<file path="config.mk">
export PLATFORM = sky130hd
export DESIGN_NAME = bcpu_alu_writeback
export DESIGN_NICKNAME = d
export VERILOG_FILES = /design/src/rtl/bcpu_defs_pkg.sv /design/src/rtl/bcpu_alu_wb_tagpipe.sv /design/src/rtl/bcpu_alu_writeback.sv
export SDC_FILE = /design/constraint.sdc
export NUM_CORES = 1
export LEC_CHECK = 0
export CORE_MARGIN = 2
export CORE_UTILIZATION = 34
export CTS_CLUSTER_DIAMETER = 60
export CTS_CLUSTER_SIZE = 30
export DETAILED_ROUTE_END_ITERATION = 6
export PLACE_DENSITY = 0.75
export SETUP_SLACK_MARGIN = 0.15
export SLEW_MARGIN = 40
export SYNTH_ARGS = -nofsm -noshare
export SYNTH_HDL_FRONTEND = slang
export SYNTH_SLANG_ARGS = --single-unit
export TNS_END_PERCENT = 100
</file>
<file path="constraint.sdc">
create_clock -name CLK -period 1.48 [get_ports CLK]
set_input_delay 0.296 -clock CLK [delete_from_list [all_inputs] [get_ports CLK]]
set_output_delay 0.296 -clock CLK [all_outputs]
set_load 0.01 [all_outputs]
</file>
<file path="src/rtl/bcpu_defs_pkg.sv">
// Shared bcpu definitions: flag bit positions, ALU latency and the
// writeback tag carried alongside each in-flight ALU op.
package bcpu_defs;

    localparam int unsigned FLAG_C = 0;
    localparam int unsigned FLAG_Z = 1;
    localparam int unsigned FLAG_S = 2;
    localparam int unsigned FLAG_V = 3;

    localparam int unsigned ALU_LATENCY = 3;
    localparam int unsigned REG_ADDR_W  = 3;

    typedef struct packed {
        logic                  valid;
        logic [REG_ADDR_W-1:0] dest;
        logic                  wr_reg;
        logic                  wr_flags;
    } alu_wb_tag_t;

endpackage

</file>
<file path="src/rtl/bcpu_alu_wb_tagpipe.sv">
// CE-gated tag shift register that runs in lockstep with the ALU pipeline;
// stage[DEPTH-1] describes the result currently on ALU_OUT.
module bcpu_alu_wb_tagpipe
    import bcpu_defs::*;
#(
    parameter int unsigned DEPTH = ALU_LATENCY
) (
    input  logic                    CLK,
    input  logic                    RESET,
    input  logic                    CE,
    input  alu_wb_tag_t             issue_tag,
    output alu_wb_tag_t [DEPTH-1:0] stage
);

    always_ff @(posedge CLK) begin
        if (RESET) begin
            stage <= '0;
        end else if (CE) begin
            stage[0] <= issue_tag;
            for (int unsigned i = 1; i < DEPTH; i++) begin
                stage[i] <= stage[i-1];
            end
        end
    end

endmodule

</file>
<file path="src/rtl/bcpu_alu_writeback.sv">
// Writeback end of the bcpu ALU pipeline: register-file commit, architectural
// flags, RAW hazard / bypass reporting and in-flight op count.
module bcpu_alu_writeback
    import bcpu_defs::*;
#(
    parameter int unsigned DATA_WIDTH     = 16,
    parameter int unsigned REG_ADDR_WIDTH = REG_ADDR_W,
    parameter int unsigned PIPE_DEPTH     = ALU_LATENCY
) (
    input  logic                      CLK,
    input  logic                      RESET,
    input  logic                      CE,
    input  logic                      ISSUE_EN,
    input  logic [REG_ADDR_WIDTH-1:0] ISSUE_DEST,
    input  logic                      ISSUE_WR_REG,
    input  logic                      ISSUE_WR_FLAGS,
    input  logic [REG_ADDR_WIDTH-1:0] SRC_A_ADDR,
    input  logic [REG_ADDR_WIDTH-1:0] SRC_B_ADDR,
    input  logic [DATA_WIDTH-1:0]     ALU_OUT,
    input  logic [3:0]                FLAGS_OUT,
    output logic                      REG_WE,
    output logic [REG_ADDR_WIDTH-1:0] REG_WADDR,
    output logic [DATA_WIDTH-1:0]     REG_WDATA,
    output logic [3:0]                FLAGS_REG,
    output logic [3:0]                FLAGS_NEXT,
    output logic                      HAZARD,
    output logic                      BYPASS_A,
    output logic                      BYPASS_B,
    output logic [1:0]                PENDING_CNT
);

    alu_wb_tag_t                   issue_tag;
    alu_wb_tag_t [PIPE_DEPTH-1:0]  stage;
    alu_wb_tag_t                   retire;
    logic                          commit;
    logic                          raw_hazard;
    logic                          flag_hazard;

    always_comb begin
        issue_tag          = '0;
        issue_tag.valid    = ISSUE_EN;
        issue_tag.dest     = ISSUE_DEST;
        issue_tag.wr_reg   = ISSUE_WR_REG;
        issue_tag.wr_flags = ISSUE_WR_FLAGS;
    end

    bcpu_alu_wb_tagpipe #(
        .DEPTH(PIPE_DEPTH)
    ) u_tagpipe (
        .CLK      (CLK),
        .RESET    (RESET),
        .CE       (CE),
        .issue_tag(issue_tag),
        .stage    (stage)
    );

    assign retire = stage[PIPE_DEPTH-1];

    // Reset also blocks the retiring write so flushed ops never reach the register file.
    assign commit    = CE & ~RESET & retire.valid;
    assign REG_WE    = commit & retire.wr_reg;
    assign REG_WADDR = retire.dest;
    assign REG_WDATA = ALU_OUT;

    assign FLAGS_NEXT = (retire.valid && retire.wr_flags) ? FLAGS_OUT : FLAGS_REG;

    always_ff @(posedge CLK) begin
        if (RESET) begin
            FLAGS_REG <= '0;
        end else if (commit && retire.wr_flags) begin
            FLAGS_REG <= FLAGS_OUT;
        end
    end

    // Only stages younger than the retiring one can stall; the retiring one is bypassable.
    always_comb begin
        raw_hazard  = 1'b0;
        flag_hazard = 1'b0;
        PENDING_CNT = '0;
        for (int unsigned i = 0; i < PIPE_DEPTH - 1; i++) begin
            if (stage[i].valid) begin
                if (stage[i].wr_reg &&
                    (stage[i].dest == SRC_A_ADDR || stage[i].dest == SRC_B_ADDR)) begin
                    raw_hazard = 1'b1;
                end
                if (stage[i].wr_flags) begin
                    flag_hazard = 1'b1;
                end
            end
        end
        for (int unsigned i = 0; i < PIPE_DEPTH; i++) begin
            PENDING_CNT = PENDING_CNT + {1'b0, stage[i].valid};
        end
    end

    assign HAZARD   = raw_hazard | flag_hazard;
    assign BYPASS_A = retire.valid & retire.wr_reg & (retire.dest == SRC_A_ADDR) & ~HAZARD;
    assign BYPASS_B = retire.valid & retire.wr_reg & (retire.dest == SRC_B_ADDR) & ~HAZARD;

endmodule

</file>
==> results.toml <==
[outcome]
status = "complete, but fails checks"
failed_checks = "negative setup slack"

[detailed_routing]
ant_nets = 0
wl_per_cell_um = 13.3
vias_per_cell = 4.62
drtIter0Drc = 24
wl_mm = 2.93
first_pass_iters = 4
drc_errors = 0
vias = 1021

[clock_network]
h-tree-depth = 1
cts_root_buffer = "clkbuf_4"
cts_hold_buf = 0
cts_tree = "done"
path_clk_slew_ps = 130
clk_latency_ps = 310
clkSinkCount = 22
clock_path_buffers = 2
numCtsBuffers = 3

[sta]
tns_ps = -2910
rsz0062_at_grt = "yes"
finalHoldViolCount = 0
clock-skew-final_ps = 4.41
fmaxAchievable_ghz = 0.483
setup_slack_ps = -592
fin_crit_ps = 2070
report.final.slew_viol_count = 0
tightest_slew_ps = 345
slew_headroom_pct = 76.7
period_share_pct = 140
finalSetupViolCount = 10

[global_routing]
grt_use_total_pct = 15.3
grt_pass1_vias = 1083
overflow = 0
grt_pass1_wl_mm = 4.95
grt_max_degree = 23
antenna_found_initial = 0

[yosys]
synth_area_um2 = 1220
yosys.area.top_type = "dfxtp_1"
syn-num-nets = 165
synth_mux_area_share_pct = 21.7
synth-edff-count = 0
yosys.area_share.simple_pct = 13.2
synth_cell_type_count = 17
synth_seq_area_share_pct = 36.0
synth_compound_area_share_pct = 1.43
synth_top_family_by_area = "multiplexers"
synth_flop_cell = "dfxtp_1"
synthCells = 129
synth_top_cell_area_share_pct = 36.0
synthArstFlopShare_pct = 0
ys_warn_count = 0
synth-seq-cells = 22
synthAdderAreaFrac_pct = 1.64
syn_avg_cell_area_um2 = 9.48
synth_xor_area_share_pct = 12.9
synthTopCellsByArea = "dfxtp_1 (36%), mux2i_1 (18%), buf_4 (12%), xor2_1 (8.6%), nor2_1 (6.8%)"

[die]
fp.coreArea_um2 = 3390
die_y_um = 64.0
die-area_um2 = 4090
start_util_pct = 36.1
io-pin-count = 68
die_w_um = 64.0
num_rows = 21

[critical_path]
endpoint_kind = "primary output"
critPathLaunchType = "flop"
r2r_end = "FLAGS_REG[2]"
reg2reg_from = "u_tagpipe.stage[17]"
reg2reg_depth = 5
critical_path_class = "flop to primary output"
ff2ff_setup_slack_ps = 350
startpoint = "u_tagpipe.stage[2]"
path_max_fanout = 3
critPathCapture = "BYPASS_B"
worst_ep_arrival_time_ps = 1780
cp.required_ps = 1180

[finish]
fin_nets = 212
synthToLayoutAreaGrowth_pct = 54.8
stdcell_count = 221
final_cell_mix = "buf_4 (24), mux2i_1 (22), nor2_1 (22), clkdlybuf4s50_1 (12), buf_6 (11)"
diodes = 0
fillers = 302
drive_gt1_share_pct = 44.6
final_common_cell = "buf_4"

[placement]
gp_congestion = 0.845
pre_cts_slack_ps = -1180
place_inst = 210
hpwl_mm = 2.17
io_buffers = 35

[pwr]
pwr-share-seq_pct = 47.5
irDropWorstVdd_uv = 499
p_sw_w = 0.000299
p_comb_share_pct = 17.4
p_clk_share_pct = 35.0
swShare_pct = 22.7
power_density_nw_per_um2 = 695
p_int_w = 0.00102
p_leak_nw = 0.904

[run]
cap_violations = 0

[worst_hold_path]
hold_class = "flop to flop"
==> logic make-up after synthesis <==
kind of cell,after synthesis
compound gates,2
buf+inv,23
simple gates,37
mux,26
flops,22
xor+xnor,18
fa+ha+maj,1
==> sequential cells by signal, indices dropped and copies added (netlist names) <==
register and flops:
u_tagpipe.stage 18, FLAGS_REG 4
==> synth_stat cells (3+ instances only) <==
master	n
buf_4	19
dfxtp_1	22
mux2_2	4
mux2i_1	22
nand2_1	6
nand3_1	3
nor2_1	22
xnor2_1	6
xor2_1	12
==> final cells by class <==
cell class,count,area (um2),area share [%]
clock inverter,1,30.0,1.59
tap,46,57.6,3.04
multi-input combinational,84,733,38.8
sequential,22,472,24.9
clock buffer,3,22.5,1.19
timing repair buffer,65,577,30.5
==> routing by layer <==
metal  vias to the layer above  track usage [%]  share of wire, %
li1                        504                -                 -
met1                       475             17.0                39
met2                        36             28.0                53
met3                         6             4.58               7.1
met4                         0             4.35              0.65
met5                         -                0                 0
==> power by group through the flow <==
stage	clock, W	combinational, W	sequential (W)
after floorplan	0	0.000137	0.000640
after global placement	0	0.000207	0.000640
after detailed placement	0	0.000213	0.000641
after CTS	0.000474	0.000224	0.000628
after global routing	0.000502	0.000249	0.000628
final	0.000461	0.000229	0.000625
==> critical path, stage by stage (launching register included) <==
cell and delay, ps:
dfxtp_4 380, xor2_1 160, nor4_1 80, or4_4 580
nor3_4 120, buf_2 150
==> worst min path at each step <==
stage                     slack, ps             endpoint  cells past startpoint           startpoint
after global routing            570         FLAGS_REG[2]                      2         FLAGS_REG[2]
after CTS                       550         FLAGS_REG[2]                      2         FLAGS_REG[2]
after global placement          480  u_tagpipe.stage[13]                      2  u_tagpipe.stage[13]
after floorplan                 370         FLAGS_REG[2]                      1                RESET
after detailed placement        500  u_tagpipe.stage[13]                      2  u_tagpipe.stage[13]
final                           530         FLAGS_REG[0]                      2         FLAGS_REG[0]
==> what timing repair did <==
action	in CTS	in global routing
pin swaps	2	1
endpoints found under the setup margin	21	13
buffers inserted	6	1
resized for setup	91	15
==> stage by stage <==
stage	area (um2)	utilization (%)	power, W	hold WS, ps
floorplan	1260	-	0.000777	368
global placement	1670	49.4	0.000847	480
detailed placement	1670	49.4	0.000853	496
CTS	1840	54.4	0.00133	553
global route	1890	55.8	0.00138	574
finish	1890	55.8	0.00131	530
Note: power is estimated with default switching activity, not from simulation.
